--- config.mk ---
export PLATFORM = sky130hd
export DESIGN_NAME = ram_bist
export DESIGN_NICKNAME = d
export VERILOG_FILES = /design/src/rtl/ram_bist.sv
export SDC_FILE = /design/constraint.sdc
export NUM_CORES = 1
export LEC_CHECK = 0
export BUFFER_PORTS_ARGS = -buffer_cell sky130_fd_sc_hd__buf_2
export CAP_MARGIN = 20
export CORE_AREA = 2 2 96 145
export DETAILED_ROUTE_END_ITERATION = 16
export DIE_AREA = 0 0 98 147
export GPL_TIMING_DRIVEN = 0
export PLACE_DENSITY = 0.9
export SYNTH_ARGS = -nofsm -noshare
export SYNTH_HDL_FRONTEND = slang
export SYNTH_SLANG_ARGS = --single-unit
--- constraint.sdc ---
create_clock -name clk_i -period 2.87 [get_ports clk_i]
set_clock_uncertainty 0.15 [all_clocks]
set_input_delay 0.1435 -clock clk_i [delete_from_list [all_inputs] [get_ports clk_i]]
set_output_delay 0.1435 -clock clk_i [all_outputs]
set_load 0.05 [all_outputs]
--- src/rtl/ram_bist.sv ---
// March BIST initiator for a single-port synchronous RAM.
// Runs W0(P) / R0W1 up / R1W0 down / R0 up over the full address space and
// reports pass/fail, first failing address/data and a saturating error count.
module ram_bist #(
  parameter int unsigned ADDR_W = 8,
  parameter int unsigned DATA_W = 32,
  parameter int unsigned ERR_W  = 16
) (
  input  logic              clk_i,
  input  logic              rst_i,
  input  logic              start_i,
  input  logic [DATA_W-1:0] pattern_i,
  output logic [ADDR_W-1:0] ram_addr_o,
  output logic [DATA_W-1:0] ram_data_o,
  output logic              ram_write_enable_o,
  input  logic [DATA_W-1:0] ram_data_i,
  output logic              busy_o,
  output logic              done_o,
  output logic              pass_o,
  output logic [ADDR_W-1:0] fail_addr_o,
  output logic [DATA_W-1:0] fail_data_o,
  output logic [ERR_W-1:0]  err_count_o
);

  typedef enum logic [2:0] {
    StIdle,
    StW0,
    StR0W1,
    StR1W0,
    StR0,
    StDone
  } state_e;

  localparam logic [ADDR_W-1:0] AddrMax = '1;
  localparam logic [ERR_W-1:0]  ErrMax  = '1;

  state_e            state_q, state_d;
  logic              ck_q, ck_d;          // 0 = RD cycle, 1 = CK cycle
  logic [ADDR_W-1:0] addr_q, addr_d;
  logic [DATA_W-1:0] wdata_q, wdata_d;
  logic              we_q, we_d;
  logic [DATA_W-1:0] pat_q, pat_d;
  logic              busy_q, busy_d;
  logic              done_q, done_d;
  logic              pass_q, pass_d;
  logic [ADDR_W-1:0] fail_addr_q, fail_addr_d;
  logic [DATA_W-1:0] fail_data_q, fail_data_d;
  logic [ERR_W-1:0]  err_q, err_d;

  logic              check_en;
  logic [DATA_W-1:0] expected;

  // Next-state, RAM drive and miscompare bookkeeping.
  always_comb begin
    state_d     = state_q;
    ck_d        = ck_q;
    addr_d      = addr_q;
    wdata_d     = wdata_q;
    we_d        = 1'b0;
    pat_d       = pat_q;
    busy_d      = busy_q;
    done_d      = done_q;
    pass_d      = pass_q;
    fail_addr_d = fail_addr_q;
    fail_data_d = fail_data_q;
    err_d       = err_q;

    // Read data for the address of the RD cycle arrives during its CK cycle.
    check_en = ck_q && ((state_q == StR0W1) || (state_q == StR1W0) || (state_q == StR0));
    expected = (state_q == StR1W0) ? ~pat_q : pat_q;

    if (check_en && (ram_data_i != expected)) begin
      if (err_q == '0) begin
        fail_addr_d = addr_q;
        fail_data_d = ram_data_i;
      end
      if (err_q != ErrMax) begin
        err_d = err_q + 1'b1;
      end
    end

    unique case (state_q)
      StIdle, StDone: begin
        if (start_i) begin
          pat_d       = pattern_i;
          done_d      = 1'b0;
          pass_d      = 1'b0;
          fail_addr_d = '0;
          fail_data_d = '0;
          err_d       = '0;
          busy_d      = 1'b1;
          state_d     = StW0;
          addr_d      = '0;
          ck_d        = 1'b0;
          we_d        = 1'b1;
          wdata_d     = pattern_i;
        end
      end
      StW0: begin
        if (addr_q == AddrMax) begin
          state_d = StR0W1;
          addr_d  = '0;
          ck_d    = 1'b0;
        end else begin
          addr_d  = addr_q + 1'b1;
          we_d    = 1'b1;
          wdata_d = pat_q;
        end
      end
      StR0W1: begin
        if (!ck_q) begin
          ck_d    = 1'b1;
          we_d    = 1'b1;
          wdata_d = ~pat_q;
        end else begin
          ck_d = 1'b0;
          if (addr_q == AddrMax) begin
            state_d = StR1W0;
            addr_d  = AddrMax;
          end else begin
            addr_d = addr_q + 1'b1;
          end
        end
      end
      StR1W0: begin
        if (!ck_q) begin
          ck_d    = 1'b1;
          we_d    = 1'b1;
          wdata_d = pat_q;
        end else begin
          ck_d = 1'b0;
          if (addr_q == '0) begin
            state_d = StR0;
            addr_d  = '0;
          end else begin
            addr_d = addr_q - 1'b1;
          end
        end
      end
      StR0: begin
        if (!ck_q) begin
          ck_d = 1'b1;
        end else begin
          ck_d = 1'b0;
          if (addr_q == AddrMax) begin
            state_d = StDone;
            busy_d  = 1'b0;
            done_d  = 1'b1;
            // err_d already includes this final check.
            pass_d  = (err_d == '0);
          end else begin
            addr_d = addr_q + 1'b1;
          end
        end
      end
      default: begin
        state_d = StIdle;
      end
    endcase
  end

  // State and registered outputs; synchronous reset clears everything.
  always_ff @(posedge clk_i) begin
    if (rst_i) begin
      state_q     <= StIdle;
      ck_q        <= 1'b0;
      addr_q      <= '0;
      wdata_q     <= '0;
      we_q        <= 1'b0;
      pat_q       <= '0;
      busy_q      <= 1'b0;
      done_q      <= 1'b0;
      pass_q      <= 1'b0;
      fail_addr_q <= '0;
      fail_data_q <= '0;
      err_q       <= '0;
    end else begin
      state_q     <= state_d;
      ck_q        <= ck_d;
      addr_q      <= addr_d;
      wdata_q     <= wdata_d;
      we_q        <= we_d;
      pat_q       <= pat_d;
      busy_q      <= busy_d;
      done_q      <= done_d;
      pass_q      <= pass_d;
      fail_addr_q <= fail_addr_d;
      fail_data_q <= fail_data_d;
      err_q       <= err_d;
    end
  end

  assign ram_addr_o         = addr_q;
  assign ram_data_o         = wdata_q;
  assign ram_write_enable_o = we_q;
  assign busy_o             = busy_q;
  assign done_o             = done_q;
  assign pass_o             = pass_q;
  assign fail_addr_o        = fail_addr_q;
  assign fail_data_o        = fail_data_q;
  assign err_count_o        = err_q;

endmodule

### Word level (Yosys, flattened, before mapping)

Cells that the tools add are included.

* bits in registers: 136
* bits in latches: 0
* RAM bits: 0
* bits in read-only memories: 0
* bits of input ports: 67
* output and inout bits: 100
* logic and storage cells: 109
* memories: 0

* add/subtract/negate cells: 3
* $mul: 0
* div/mod/pow operators: 0
* $lt $le $gt $ge: 0
* equality and inequality tests: 20
* shifts and indexed selects: 0
* multiplexer cells: 52
* bitwise logic cells: 1
* reduce and logical (&&, ||, !) cells: 21

Operators by type and width (count)
* $mux 32: 9
* $pmux 32 s4: 1
* $mux 8: 12
* $mux 16: 4
* $pmux 8 s5: 1
* $logic_not 16->1: 2
* $ne 32x32->1: 1
* $not 32->32: 1
* $mux 3: 8
* $ne 2x2->1 const B: 9
* $add 16x1->16 const B: 1
* $ne 16x16->1 const B: 1
* $pmux 3 s5: 1
* $mux 1: 11
* $add 8x1->8 const B: 1
* $eq 8x8->1 const B: 1
* $logic_not 8->1: 1
* $reduce_and 8->1: 1
* $sub 8x1->8 const B: 1
* $eq 3x2->1 const B: 2
* $eq 3x3->1 const B: 2
* $ne 2x1->1 const B: 3
* $pmux 1 s2: 3
* $pmux 1 s3: 2
* 15 further kinds: 18

### Logic depth before layout (Yosys ltp)

Gate-level depths: netlist of the first run.

* depth in word-level cells: 10
* mapped depth: 12
* mapped depth without buffers: 9

### Worst setup path before layout of the first run

OpenSTA, ideal clock, no wires.

* kind: reg-to-reg
* from: reg addr_q[1] (netlist: ram_addr_o[1])
* to: reg addr_q[5] (netlist: ram_addr_o[5])
* library setup time: 132 ps
* arrival time: 2681 ps
* required time: 2588 ps
* slack: -93 ps
* stages on the path, launching flop included: 11
* buffers on the path: 1
* period minus slack after synthesis: 2963 ps
* cells stage by stage: dfxtp_1 > ha_1 > and3_1 > and3_1 > clkbuf_1 > o21ai_0 > a21oi_1 > a21oi_1 > and3_1 > o21ai_0 > a21oi_1

* cells in the longest elaborated chain, start to end: 4
* elaborated cells between the ends (all ways): 14
* classes of those cells: 2 x add/sub; 2 x eq/ne; 8 x mux; 2 x reduce/logical

RTL lines
* start: declaration: line 39 `logic [ADDR_W-1:0] addr_q, addr_d;`
* start signal: assignment: line 180 `addr_q <= addr_d;`
* $add 8x1->8, or another cell as far along: line 105, 121, 152
* $mux 8 (on tied branches): line 145, 117, 132
* $mux 8 (on tied branches): line 141, 111, 126
* $pmux 8 s5: line 82 `unique case (state_q)`

Several ways; a longest one is shown, not always the timed one. The select of a mux whose other input is x is not followed.
A chain may end at the register's enable or synchronous reset.

### Final worst setup path of the first run

* from: reg pat_q[1]
* to: reg pass_q (netlist: pass_o)

* cells in the longest elaborated chain, start to end: 9

RTL lines
* start: declaration: line 42 `logic [DATA_W-1:0] pat_q, pat_d;`
* start signal: assignment: line 183 `pat_q <= pat_d;`
* $not 32->32: line 70 `expected = (state_q == StR1W0) ? ~pat_q : pat_q;`
* $mux 32 *: line 70
* $ne 32x32->1 *: line 72 `if (check_en && (ram_data_i != expected)) begin`
* $logic_and 1x1->1 *: line 72
* $mux 16 *: line 72
* $logic_not 16->1 *: line 150 `pass_d = (err_d == '0);`
* $mux 1 *: line 145 `if (addr_q == AddrMax) begin`
* $mux 1 *: line 141 `if (!ck_q) begin`
* $pmux 1 s2 *: line 82
* end signal: assignment: line 186 `pass_q <= pass_d;`
* end: declaration: line 45 `logic pass_q, pass_d;`

Mark *: on every way between the ends. The rest lies on a longest branch, timed or not. The select of a mux whose other input is x is not followed.

==> metrics.csv, run 1 <==
stage;metric;value;unit
setup_path;crit start category;flop;
routing;TritonRoute pass-1 iters;6;
min_path;Hold Crit Class;in2reg;
clocking;H-tree depth;4;
logic_synthesis;list of most frequent post-synthesis cells;nand2_1, a21oi_1, dfxtp_1, nor2_1, a211oi_1;
final_layout;share of cells above drive strength 1;0.253;
final_layout;P&R area growth vs syn;37.4;%
power;cell internal pwr;4.87;mW
placement;Cells after DPL;1234;
die;die area;14400;µm²
setup_path;FF-to-FF setup slack;-0.13;ns
timing;Least-Margin Pin Slew;0.730;ns
timing;Hold WS;0.120;ns
power;Clk network pwr share;0.252;
power;pwr dens;931;nW/µm²
die;initial core utilization;0.527;
logic_synthesis;EDFF count, synth;0;
timing;Final Hold Fails;0;
placement;Buffers on Ports;165;
global_route;vias in the first global route;7948;
job;max cap viols;0;
status;violated checks;negative setup slack;
final_layout;fin util;0.725;
die;Chip Width;98;µm
min_path;Hold Path Sink;ck_q$_SDFFE_PP0P_;
power;Total Power;8.92;mW
placement;RePlAce Congestion;0.985;
timing;Max Slew Vio Count;0;
die;row cnt;52;
setup_path;Critical Path Sink Type;flop;
logic_synthesis;Synth top area share;0.391;
power;Seq pwr share;0.283;
min_path;worst hold start;start_i;
power;switch share;0.454;
clocking;CTS clk-pin slew, worst paths;0.06;ns
logic_synthesis;Seq/Total Area, Yosys;0.391;
routing;Iter 0 DRT Violations;894;
global_route;first-pass GRT wire length;40.8;mm
global_route;total grt overflow;0;
final_layout;NumNets Final;1233;
clocking;Clock Path Buffers;2;
setup_path;critical path required time;3.07;ns
timing;Max Freq;333;MHz
clocking;CTS Buf Count;17;
logic_synthesis;most frequent cell after synthesis;nand2_1;
clocking;clk root buf;clkbuf_16;
logic_synthesis;main area contributors after synthesis;dfxtp_1, a21oi_1, nand2_1, a211oi_1, nor2_1;
routing;DRT Wirelength;26.5;mm
clocking;clk_lat worst skew;0.43;ns
routing;total number of vias;8445;
logic_synthesis;Yosys warning total;0;
power;part of the power in combinational logic;0.465;
global_route;largest net degree at the start of global routing;17;
timing;slew margin rel.;0.506;
logic_synthesis;Synth area leader;dfxtp_1;
power;NetSw;4.04;mW
min_path;Min-Delay Path Depth;6;
routing;DRC Markers;0;
final_layout;antenna diode count;0;
setup_path;Register-to-Register Path Depth;10;
setup_path;Critical R2R Capture;pass_o$_SDFFE_PP0P_;
logic_synthesis;synthesized cell area;6970;µm²
placement;HPWL after DPL;16.9;mm
logic_synthesis;cell count after synthesis;906;
final_layout;final non-filler cell total;1333;
logic_synthesis;Synth Net Count;978;
timing;Final Cycle Share;1.05;
setup_path;reg2reg start;pat_q[1]$_SDFFE_PP0P_;
timing;RSZ-0062 raised after global routing;true;
routing;via density per instance;6.34;
power;LEAKAGE;3.90;nW
global_route;initial antenna violation count;0;
setup_path;critical path fanouts, max;6;
timing;fin crit period;3.00;ns
timing;setup violators final;7;
die;num ports;167;
setup_path;kind of critical path;reg2reg;
timing;setup ws final;-0.135;ns
logic_synthesis;syn avg cell area;7.69;µm²
routing;ANT nets after route;0;
setup_path;Crit path arrival time;3.20;ns
status;outcome;complete, but fails checks;
global_route;Global Route Usage Sum;0.354;
routing;wire per inst;19.9;µm
clocking;CTS tree;yes;
logic_synthesis;Cell variety after synth;59;
logic_synthesis;Most used DFF post-synth;dfxtp_1;
logic_synthesis;Post-synth ARST share;0;
logic_synthesis;Yosys reg bits;136;
power;VDD IR max;0.000716;V
clocking;clock sink total;136;
die;CORE AREA;13200;µm²
die;Die Y;147;µm
-- timing repair --
item / 4_1_cts / 5_1_grt
hold buffers: 64 / 0
gates cloned: 1 / 1
buffers inserted: 2 / 3
resized for setup: 30 / 54
pin swaps: 5 / 8
hold endpoints to repair: 64 / 0
setup endpoints to repair: 93 / 95
-- logic make-up (layout without fill, tap and decap cells) --
| group | count (synthesis) | after routing | share of synthesized area |
|---|---|---|---|
| AOI/OAI and AO/OA | 272 | 272 | 0.238 |
| and+or+nand+nor | 350 | 350 | 0.230 |
| DFF | 136 | 136 | 0.391 |
| muxes | 13 | 13 | 0.0187 |
| adders and majority gates | 5 | 5 | 0.00898 |
| xor gates and xnor gates | 54 | 54 | 0.0679 |
| buffers and inverters | 76 | 341 | 0.0458 |
-- sequential cells by signal, summed over array words and instances, names as in the netlist --
register	count
pat_q	32
pass_o	1
ram_data_o	32
busy_o	1
ck_q	1
ram_write_enable_o	1
fail_data_o	32
state_q	3
err_count_o	16
ram_addr_o	8
done_o	1
fail_addr_o	8
-- how the worst max path moves through the flow --
| stage | from | to | slack [ns] | depth (start not counted) |
|---|---|---|---|---|
| finish | pat_q[1]$_SDFFE_PP0P_ | pass_o$_SDFFE_PP0P_ | -0.13 | 10 |
| global route | pat_q[1]$_SDFFE_PP0P_ | pass_o$_SDFFE_PP0P_ | -0.17 | 10 |
| CTS | pat_q[31]$_SDFFE_PP0P_ | pass_o$_SDFFE_PP0P_ | -0.008 | 10 |
| detailed placement | ram_addr_o[1]$_SDFFE_PP0P_ | ram_data_o[24]$_SDFFE_PP0P_ | -0.39 | 11 |
| global placement | ram_addr_o[0]$_SDFFE_PP0P_ | ram_data_o[24]$_SDFFE_PP0P_ | -0.35 | 11 |
| floorplan | err_count_o[0]$_SDFF_PP0_ | pass_o$_SDFFE_PP0P_ | 0.09 | 8 |
-- power by group through the flow --
stage          Clock (mW)  Sequential [mW]  Combinational [mW]
6_report             2.24             2.52                4.15
5_1_grt              2.32             2.55                4.39
4_1_cts              2.23             2.48                3.84
3_5_place_dp            0             2.51                3.67
3_3_place_gp            0             2.50                3.62
2_1_floorplan           0             3.26                1.96
-- layout make-up --
cell class	count	area, µm²
clock buffers	21	470
repair buffers	237	1520
plain buffers	68	328
multi-input cells	694	4160
fillers	935	3630
clock inverters	8	123
inverters	7	26.3
well taps	162	203
flip-flops and latches	136	2740
-- cells in the final DEF, fill, tap and decap left out, types with 15 or more instances in the layout --
cell and instances:
clkbuf_16 17, xor2_1 17, buf_2 178, clkbuf_1 37, xnor2_1 26, dfxtp_1 126, a21oi_1 152, o21ai_0 15
a211oi_1 66, nand2_1 174, dlygate4sd3_1 64, nor2_1 77
-- metrics by stage --
step                setup TNS (ns)  area [µm²]  setup slack (ns)
floorplan                        0        6970            0.0854
finish                      -0.272        9570            -0.135
detailed placement          -17.93        8000            -0.394
CTS                       -0.00838        9350          -0.00838
global placement            -13.80        8000            -0.347
global route                 -1.58        9570            -0.166
-- layer usage --
layer,GRT usage,vias to the layer above,part of all wire
met1,0.394,3838,0.33
met2,0.602,713,0.48
met3,0.0799,204,0.11
met5,0,-,0
li1,-,3690,-
met4,0.232,0,0.078
-- worst max-delay path, cell delays in order (launching register included) --
cell,delay (ns)
dfxtp_1,0.36
xnor2_1,0.46
nor2_1,0.11
and3_1,0.21
o21ai_2,0.18
nor3_4,0.09
buf_6,0.15
nor4_2,0.44
mux2i_1,0.38
nand4_1,0.16
o31ai_2,0.24
No activity file was read; power rests on OpenSTA's default activity.
==> run 2: changes to the inputs <==
- MAX_ROUTING_LAYER: unset -> met4
- SKIP_CTS_REPAIR_TIMING: unset -> 1
==> run 2 against run 1 <==
Against the previous run: final cell count grew 0.60%; fmax down 4.5%; worst hold slack worse by 0.011 ns; highest routed layer unchanged; routed wire length is 1.4% higher; worst setup slack worse by 0.14 ns; final area barely moved; sequential share of layout area barely moved; the run still ends with negative setup slack left; critical endpoint unchanged; global-route usage is 3.3 points lower; total power increased by 0.57%; register-to-register slack got worse by 0.14 ns.
==> metrics.csv, run 2 (synthesized netlist as in run 1, its figures left out) <==
stage;metric;value;unit;change
final_layout;P&R area growth vs syn;37.4;%;about the same
global_route;first-pass GRT wire length;36.3;mm;-11%
status;outcome;complete, but fails checks;;
routing;ANT nets after route;0;;unchanged
setup_path;reg2reg start;state_q[2]$_SDFFE_PP0P_;;
timing;slew margin rel.;0.524;;+0.0171
final_layout;sequential cell area;2740;µm²;about the same
clocking;Clock Path Buffers;2;;unchanged
final_layout;commonest non-fill, non-tap cell in the layout;nand2_1;;
timing;Final Hold Fails;0;;unchanged
setup_path;crit start category;flop;;
routing;total number of vias;8495;;+0.59%
routing;via density per instance;6.33;;about the same
routing;DRT Wirelength;26.9;mm;+1.4%
routing;TritonRoute pass-1 iters;6;;unchanged
min_path;Hold Crit Class;in2reg;;
final_layout;multi-input logic area;4110;µm²;-1.3%
die;CORE AREA;13200;µm²;unchanged
setup_path;WP buf/inv;2;;+1
setup_path;critical path fanouts, max;9;;+3
timing;fin crit period;3.15;ns;+0.141 ns
global_route;largest net degree at the start of global routing;17;;unchanged
final_layout;share of cells above drive strength 1;0.249;;-0.00341
final_layout;layout filler cell count;951;;+1.7%
setup_path;CP max stage delay;0.37;ns;-0.09 ns
final_layout;NumNets Final;1238;;+0.41%
die;die area;14400;µm²;unchanged
final_layout;fin util;0.725;;about the same
timing;Max Freq;318;MHz;-4.5%
setup_path;critical path required time;3.06;ns;about the same
timing;Least-Margin Pin Slew;0.715;ns;-0.0154 ns
global_route;Global Route Usage Sum;0.322;;-0.0328
clocking;H-tree depth;4;;unchanged
placement;RePlAce Congestion;0.995;;+1.1%
final_layout;antenna diode count;0;;unchanged
placement;HPWL after DPL;16.9;mm;about the same
final_layout;most frequent cells in the layout;nand2_1, buf_2, a21oi_1, dfxtp_1, nor2_1;;
clocking;CTS clk-pin slew, worst paths;0.06;ns;about the same
job;max cap viols;0;;unchanged
placement;Buffers on Ports;165;;unchanged
clocking;clock sink total;136;;unchanged
power;LEAKAGE;3.90;nW;about the same
global_route;total grt overflow;0;;unchanged
power;pwr dens;937;nW/µm²;+0.61%
global_route;vias in the first global route;7364;;-7.3%
placement;Cells after DPL;1234;;unchanged
status;violated checks;negative setup slack;;
die;num ports;167;;unchanged
placement;Place WS;-0.354;ns;+0.0399 ns
power;VDD IR max;0.000799;V;+12%
timing;setup violators final;42;;+35
clocking;clk_lat worst skew;0.43;ns;about the same
timing;Final Cycle Share;1.10;;+0.0493
setup_path;CP Cell Sequence;and3b_1 -> buf_4 -> nand3_1 -> a211oi_2 -> o2111ai_2 -> nor3_4 -> buf_2 -> nor4_2 -> mux2i_1 -> nand4_1 -> o31ai_2;;
clocking;CTS Buf Count;17;;unchanged
final_layout;post-route cell area;9570;µm²;about the same
die;row cnt;52;;unchanged
min_path;worst hold start;start_i;;
setup_path;Critical Path Sink Type;flop;;
setup_path;Worst path slowest cell;a211oi_2;;
die;Chip Width;98;µm;unchanged
routing;DRC Markers;0;;unchanged
clocking;CTS tree;yes;;
placement;Placed Area;8000;µm²;unchanged
timing;Max Slew Vio Count;0;;unchanged
setup_path;kind of critical path;reg2reg;;
routing;wire per inst;20.0;µm;+0.83%
die;initial core utilization;0.527;;unchanged
setup_path;Setup crit start;state_q[2]$_SDFFE_PP0P_;;
setup_path;cell family with the largest share of critical-path delay;simple AND/OR/NAND/NOR gates;;
clocking;clk root buf;clkbuf_16;;
timing;setup ws final;-0.276;ns;-0.141 ns
setup_path;Crit path arrival time;3.34;ns;+0.14 ns
routing;Iter 0 DRT Violations;818;;-8.5%
global_route;initial antenna violation count;0;;unchanged
die;Die Y;147;µm;unchanged
setup_path;FF-to-FF setup slack;-0.28;ns;-0.14 ns
timing;RSZ-0062 raised after global routing;true;;
final_layout;final non-filler cell total;1341;;+0.60%
[run 2: layout make-up]
cell class	instances	area share
multi-input cells	695	0.429
clock buffers	22	0.0496
inverters	7	0.00275
repair buffers	241	0.162
flip-flops and latches	136	0.286
plain buffers	68	0.0336
well taps	162	0.0212
clock inverters	10	0.0150
[run 2: path summary, 6_finish.rpt]
| check | to | depth (start not counted) |
|---|---|---|
| setup / recovery | pass_o$_SDFFE_PP0P_ | 11 |
| hold reg to reg | fail_data_o[26]$_SDFF_PP0_ | 2 |
| hold / removal | ck_q$_SDFFE_PP0P_ | 6 |
| setup reg to reg | pass_o$_SDFFE_PP0P_ | 11 |
[run 2: worst reg2reg max path, cell delays in order, from the launching register on]
cell and delay (ns):
dfxtp_2 0.36, and3b_1 0.21, buf_4 0.17, nand3_1 0.10, a211oi_2 0.37, o2111ai_2 0.27, nor3_4 0.36, buf_2 0.27
nor4_2 0.09, mux2i_1 0.26, nand4_1 0.19, o31ai_2 0.25
[run 2: metal layers]
metal / global-route usage / part of all wire / vias to the layer above
li1: - / - / 3720
met2: 0.543 / 0.49 / 671
met5: - / 0 / -
met3: 0.0509 / 0.097 / 198
met1: 0.357 / 0.34 / 3906
met4: 0.185 / 0.068 / 0
[run 2: power breakdown]
part	switching (mW)	internal [mW]
combinational	2.92	1.20
sequential	0.286	2.23
clock	0.884	1.44
[run 2: metrics by stage]
step                TNS, ns  hold WS (ns)  power (mW)
global route          -8.87         0.225        9.30
detailed placement   -16.73         0.263        6.19
finish                -6.04         0.110        8.97
CTS                  -19.22        -0.175        8.48
global placement     -15.38         0.255        6.13
floorplan                 0         0.129        5.22
